--- src/rtl/fetch_decode.sv ---
// Fetch and decode stage of the sequential Y86-64 core. Field extraction is
// combinational. The 15-entry register file is the only clocked state here.
module fetch_decode (
  input  logic        clk,
  input  logic        rst,
  input  logic [63:0] PC,
  input  logic [0:79] instruct,
  input  logic [3:0]  dstE,
  input  logic [63:0] valE,
  input  logic [3:0]  dstM,
  input  logic [63:0] valM,
  output logic [3:0]  icode,
  output logic [3:0]  ifun,
  output logic [3:0]  ra,
  output logic [3:0]  rb,
  output logic [63:0] valC,
  output logic [63:0] valP,
  output logic [63:0] valA,
  output logic [63:0] valB,
  output logic        mem_err,
  output logic        instruct_err
);

  localparam logic [3:0] RNONE = 4'hF;
  localparam logic [3:0] RRSP  = 4'h4;

  logic [63:0] r_regs [0:14];
  logic [7:0]  w_bytes [0:9];
  logic        w_need_regids;
  logic        w_need_valc;
  logic [63:0] w_valc_raw;
  logic [3:0]  w_src_a;
  logic [3:0]  w_src_b;

  // Byte n of the window sits at instruct[8n:8n+7], most significant bit first.
  always_comb begin
    for (int i = 0; i < 10; i++) begin
      w_bytes[i] = instruct[8*i +: 8];
    end
  end

  assign icode = w_bytes[0][7:4];
  assign ifun  = w_bytes[0][3:0];

  always_comb begin
    w_need_regids = 1'b0;
    w_need_valc   = 1'b0;
    case (icode)
      4'h2, 4'h6, 4'hA, 4'hB: w_need_regids = 1'b1;
      4'h3, 4'h4, 4'h5:       begin w_need_regids = 1'b1; w_need_valc = 1'b1; end
      4'h7, 4'h8:             w_need_valc = 1'b1;
      default:                ;
    endcase
  end

  assign ra = w_need_regids ? w_bytes[1][7:4] : RNONE;
  assign rb = w_need_regids ? w_bytes[1][3:0] : RNONE;

  // The constant is little-endian and follows the register byte when present.
  always_comb begin
    w_valc_raw = '0;
    for (int k = 0; k < 8; k++) begin
      w_valc_raw[8*k +: 8] = w_need_regids ? w_bytes[k+2] : w_bytes[k+1];
    end
  end

  assign valC = w_need_valc ? w_valc_raw : 64'd0;
  assign valP = PC + 64'd1 + {63'd0, w_need_regids} + (w_need_valc ? 64'd8 : 64'd0);

  assign mem_err = (PC > 64'd1023);

  always_comb begin
    instruct_err = 1'b0;
    case (icode)
      4'h0, 4'h1, 4'h3, 4'h4, 4'h5,
      4'h8, 4'h9, 4'hA, 4'hB: instruct_err = (ifun != 4'h0);
      4'h2, 4'h7:             instruct_err = (ifun > 4'h6);
      4'h6:                   instruct_err = (ifun > 4'h3);
      default:                instruct_err = 1'b1;
    endcase
  end

  always_comb begin
    w_src_a = RNONE;
    w_src_b = RNONE;
    case (icode)
      4'h2:       w_src_a = ra;
      4'h4, 4'h6: begin w_src_a = ra; w_src_b = rb; end
      4'h5:       w_src_b = rb;
      4'h8:       w_src_b = RRSP;
      4'h9, 4'hB: begin w_src_a = RRSP; w_src_b = RRSP; end
      4'hA:       begin w_src_a = ra; w_src_b = RRSP; end
      default:    ;
    endcase
  end

  assign valA = (w_src_a == RNONE) ? 64'd0 : r_regs[w_src_a];
  assign valB = (w_src_b == RNONE) ? 64'd0 : r_regs[w_src_b];

  // The M port is written last so it takes priority when both ports target one register.
  always_ff @(posedge clk) begin
    if (rst) begin
      for (int i = 0; i < 15; i++) begin
        r_regs[i] <= 64'(i);
      end
    end else begin
      if (dstE != RNONE) r_regs[dstE] <= valE;
      if (dstM != RNONE) r_regs[dstM] <= valM;
    end
  end

endmodule

--- config.mk ---
export PLATFORM = sky130hd
export DESIGN_NAME = fetch_decode
export DESIGN_NICKNAME = d
export VERILOG_FILES = /design/src/rtl/fetch_decode.sv
export SDC_FILE = /design/constraint.sdc
export NUM_CORES = 2
export LEC_CHECK = 0
export ABC_AREA = 1
export CELL_PAD_IN_SITES_DETAIL_PLACEMENT = 0
export CELL_PAD_IN_SITES_GLOBAL_PLACEMENT = 1
export CORE_MARGIN = 1
export CORE_UTILIZATION = 36
export CTS_BUF_LIST = sky130_fd_sc_hd__clkbuf_16
export CTS_CLUSTER_DIAMETER = 100
export DETAILED_ROUTE_END_ITERATION = 10
export GPL_TIMING_DRIVEN = 0
export HOLD_SLACK_MARGIN = 0.1
export PLACE_DENSITY = 0.8
export SLEW_MARGIN = 20
export SYNTH_ARGS = -nofsm -noshare
export SYNTH_HDL_FRONTEND = slang
export SYNTH_SLANG_ARGS = --single-unit
--- constraint.sdc ---
create_clock -name clk -period 6.65 [get_ports clk]
set_input_delay 1.6625 -clock clk [delete_from_list [all_inputs] [get_ports clk]]
set_output_delay 1.6625 -clock clk [all_outputs]
set_load 0.01 [all_outputs]
### Word level (Yosys, flattened, before mapping)

Memory sizes are Yosys's and may differ from the RTL's.
Index checks and enable logic that the tools add are counted.

* add/sub/neg operators: 3
* $lt $le $gt $ge: 3
* equality and inequality tests: 15
* reductions and logical operators: 12
* multiplexer cells: 33

Operators with widths (number)
* $mux 64: 5
* $reduce_or 64->1: 2
* $add 64x1->64: 1
* $add 64x1->64 const B: 1
* $add 64x4->64: 1
* $gt 64x10->1 const B: 1
* $mux 8: 8
* $eq 4x4->1 const B: 6
* $mux 4: 5
* $eq 4x3->1 const B: 4
* $pmux 4 s2: 2
* $mux 1: 12
* $reduce_or 9->1: 1
* $eq 4x2->1 const B: 2
* $ne 4x4->1 const B: 2
* $reduce_or 4->1: 2
* $reduce_or 7->1: 1
* $reduce_or 5->1: 1
* $eq 4x1->1 const B: 1
* $gt 4x2->1 const B: 1
* $gt 4x3->1 const B: 1
* $logic_not 4->1: 1
* $reduce_bool 4->1: 1
* $reduce_or 2->1: 2
* other kinds (2): 2

* bits in writable memories: 960
* register bits: 0
* output and inout port bits: 274
* bits of input ports: 282
* memories kept: 1

Memories
* r_regs: words 15, width 64, read ports 2, clocked after Yosys merged registers in 0, wr ports 15, line 27 `logic [63:0] r_regs [0:14];`

### Logic depth before layout (Yosys ltp)

* word-level depth: 7
* mapped depth: 18

### Least setup slack after synthesis

OpenSTA, ideal clock, no wires.

* path type: in2reg
* from: in dstE[3]
* to: mem r_regs[3][0] (enable)
* data arrival time: 6.339 ns
* required time: 6.076 ns
* slack: -0.263 ns
* stages on the path: 3
* cells stage by stage: nor2_1 > inv_1 > o21ai_0

RTL lines
* start: declaration: line 8 `input logic [3:0] dstE,`
* end: declaration: line 27

### Worst setup path after layout

* from: in instruct[15] in the netlist's numbering
* to: out valB[16]

* word-level cells in the longest chain between the ends: 4

Ends and longest elaborated chain
* start: declaration: line 7 `input logic [0:79] instruct,`
* $mux 4 (*): line 57 `assign rb = w_need_regids ? w_bytes[1][3:0] : RNONE;`
* $pmux 4 s2 (*): line 86 `case (icode)`
* $mem_v2 15x64 / $eq 4x4->1 (equally long branches)
* $mux 64 (*): line 98 `assign valB = (w_src_b == RNONE) ? 64'd0 : r_regs[w_src_b];`
* end: declaration: line 19 `output logic [63:0] valB,`

Mark *: on every way between the ends. The rest lies on a longest branch, timed or not.

==> flow_summary.json <==
{
  "globalplace.congestion": 1.02,
  "die_w_um": 425,
  "gr-total-overflow": 0,
  "start_util": 0.364,
  "setup_cp_type": "primary input to output pin",
  "power.static_leakage_nw": 30.1,
  "timing.critical_path.to_type": "output pin",
  "dr.pass1.iters": 9,
  "timing.critical_path.from": "instruct[15]",
  "place.detailed.instances": 11200,
  "via_per_inst": 6.20,
  "critical_path_launch_point_type": "primary input",
  "synth_largest_area_cell": "sky130_fd_sc_hd__edfxtp_1",
  "setup_ws_ps": -88.3,
  "grt_first_pass_wirelength_mm": 497,
  "clock_path_buffers": 3,
  "placement_rows": 154,
  "netlist-cell-type-count": 40,
  "nNetsFinal": 9313,
  "grt_antenna_before_repair": 37,
  "period_needed_ps": 6740,
  "top_register": "r_regs",
  "synth_top_cells_by_area": "sky130_fd_sc_hd__edfxtp_1 (48%), sky130_fd_sc_hd__nand2_1 (15%), sky130_fd_sc_hd__nand3_1 (14%)",
  "endpoint": "valB[16]",
  "pre_cts_slack_ps": -1600,
  "layout_common_cells": "sky130_fd_sc_hd__nand2_1 (2,571), sky130_fd_sc_hd__nand3_1 (1,745), sky130_fd_sc_hd__edfxtp_1 (1,024)",
  "synth_area_um2": 64300,
  "clk_root_buffer_cell": "sky130_fd_sc_hd__clkbuf_16",
  "wl_per_cell_um": 31.6,
  "totalPowerFinal_mw": 18.8,
  "multiInputGateArea_um2": 29400,
  "fin_crit_sh": 1.01,
  "fin_worst_hold_slack_ps": 1400,
  "cp_data_required_time_ps": 4990,
  "place.port_buffers": 490,
  "finalNonFillerCells": 11500,
  "dr_total_vias": 71400,
  "syn_area_per_cell_um2": 7.74,
  "tritoncts": "yes",
  "antenna_violating_nets_post_route": 0,
  "drcViolationCount": 0,
  "layout-drive-gt1-share": 0.0852,
  "final-hold-violation-count": 0,
  "fillCellCount": 17700,
  "cts.clk_slew.worst_paths_ps": 60,
  "largest_register_ff_count": 1024,
  "synth.yosys.seq_area_share": 0.478,
  "place.detailed.hpwl_mm": 278,
  "worst_slew_margin_rel": 0.234,
  "number_of_buffers_inserted_for_hold_repair_after_clock_tree_synthesis": 0,
  "first_global_vias": 65900,
  "power_per_cell_area_nw_per_um2": 238,
  "syn_to_final_growth_pct": 22.5,
  "clock-sinks": 1024,
  "syn-instance-count": 8304,
  "grt_util_all_layers": 0.388,
  "detailedRoute.firstIterationViolations": 11500,
  "seq_area_um2": 30700,
  "hold_path_class": "primary input to register",
  "detail_route.wirelength_mm": 364,
  "max-cap-violations": 0,
  "ir_worst_vdd_mv": 0.217,
  "critical_path_arrival_ps": 5080,
  "ioPinCount": 556,
  "synth_top_cell_area_share": 0.478,
  "cts_htree_levels": 3,
  "cts_buffers": 118,
  "layout_top_registers": "r_regs: 1024 flops",
  "ys.warnings.count": 0,
  "die_area_um2": 180000,
  "outcome": "complete, but fails checks",
  "setup-tns-final_ps": -828,
  "ff_latch_count_synth": 1024,
  "path_max_fanout": 10,
  "timing_worst_slew_pin_value_ps": 1150,
  "unrepaired_setup_endpoints_after_global_routing": "yes",
  "core_area_um2": 177000,
  "setup_viol": 29,
  "fmax_mhz": 148,
  "floorplan_die_height_um": 425,
  "layout_commonest_cell": "sky130_fd_sc_hd__nand2_1",
  "pin_count_of_the_biggest_net_entering_global_routing": 37,
  "final_max_slew_viol_count": 0,
  "failed_checks": "setup timing"
}
==> per-layer routing <==
layer  wire (µm)  share of wire  vias up  track usage
met2      156000           0.43     5485        0.581
met1      138000           0.38    34500        0.505
met4       23800          0.065       20        0.224
met5         236        0.00065        -            0
met3       45900           0.13      967        0.101
li1            -              -    30400            -
==> critical path, cell delays in order <==
cell                              delay (ps)
sky130_fd_sc_hd__clkdlybuf4s50_1         520
sky130_fd_sc_hd__inv_1                   200
sky130_fd_sc_hd__nand4_1                 200
sky130_fd_sc_hd__nand2_4                 280
sky130_fd_sc_hd__buf_8                   310
sky130_fd_sc_hd__nor4_4                  130
sky130_fd_sc_hd__inv_2                   110
sky130_fd_sc_hd__buf_4                   280
sky130_fd_sc_hd__clkbuf_4                290
sky130_fd_sc_hd__nand2_1                 120
sky130_fd_sc_hd__a21oi_1                 310
sky130_fd_sc_hd__clkdlybuf4s50_1         630
==> repair_timing <==
item / CTS / global route
setup endpoints to repair: 186 / 143
pin swaps: 8 / 6
setup buffers: 14 / 4
gates resized for setup: 264 / 186
hold endpoints to repair: 0 / 0
==> cell families after synthesis <==
| logic type | after synthesis | share of synthesized area |
|---|---|---|
| multiplexers | 56 | 0.00981 |
| adder cells (fa/ha/maj) | 2 | 0.000389 |
| flip-flops | 1024 | 0.478 |
| XOR/XNOR | 61 | 0.00831 |
| AO/OA/AOI/OAI | 1324 | 0.115 |
| other | 1 | 0.0000583 |
| buffers and inverters | 1211 | 0.0773 |
| AND/OR/NAND/NOR | 4625 | 0.310 |
==> power breakdown <==
group / internal [mW] / switching, mW
Clock: 3.77 / 3.04
Sequential: 7.64 / 0.272
Combinational: 1.28 / 2.76
Total: 12.7 / 6.08
==> stage by stage <==
stage               cell area [µm²]   util
finish                        78700  0.446
global route                  78700  0.445
detailed placement            73500  0.416
global placement              72400  0.410
CTS                           78200  0.443
floorplan                     64500      -
==> how the worst min path moves through the flow <==
stage	start	end	slack [ps]	depth (start not counted)
6_report	valE[9]	r_regs[15][9]$_DFFE_PP_	1400	2
5_1_grt	valE[9]	r_regs[15][9]$_DFFE_PP_	1410	2
4_1_cts	valE[9]	r_regs[15][9]$_DFFE_PP_	1360	2
3_5_place_dp	valE[11]	r_regs[15][11]$_DFFE_PP_	2190	2
3_3_place_gp	valE[63]	r_regs[15][63]$_DFFE_PP_	2190	2
2_1_floorplan	valE[1]	r_regs[15][1]$_DFFE_PP_	1830	1
==> area by class of cell <==
| type | instances | share of cell area |
|---|---|---|
| multi-input cells | 6132 | 0.373 |
| plain buffers | 872 | 0.0557 |
| diodes | 46 | 0.00146 |
| flip-flops and latches | 1024 | 0.391 |
| repair buffers | 544 | 0.0761 |
| inverters | 337 | 0.0162 |
| clock buffers | 118 | 0.0375 |
| well taps | 2340 | 0.0372 |
| clock inverters | 104 | 0.0121 |
==> cell usage after synthesis (all sizes together) <==
| cell type | count |
|---|---|
| o22ai | 557 |
| nand3b | 4 |
| xor2 | 48 |
| a22oi | 20 |
| inv | 268 |
| ha | 2 |
| nor3 | 38 |
| a21oi | 312 |
| xnor2 | 13 |
| clkinv | 69 |
| mux2 | 56 |
| o32ai | 1 |
| nor4b | 1 |
| nand4 | 34 |
| nor2 | 112 |
| buf | 323 |
| nor4 | 21 |
| and2 | 1 |
| a31oi | 4 |
| conb | 1 |
| or2 | 61 |
| o211ai | 11 |
| o21ai | 417 |
| a211oi | 1 |
| o2111ai | 1 |
| nand2 | 2589 |
| edfxtp | 1024 |
| nand3 | 1764 |
| clkbuf | 551 |
Note: power is estimated with default switching activity, not from simulation.
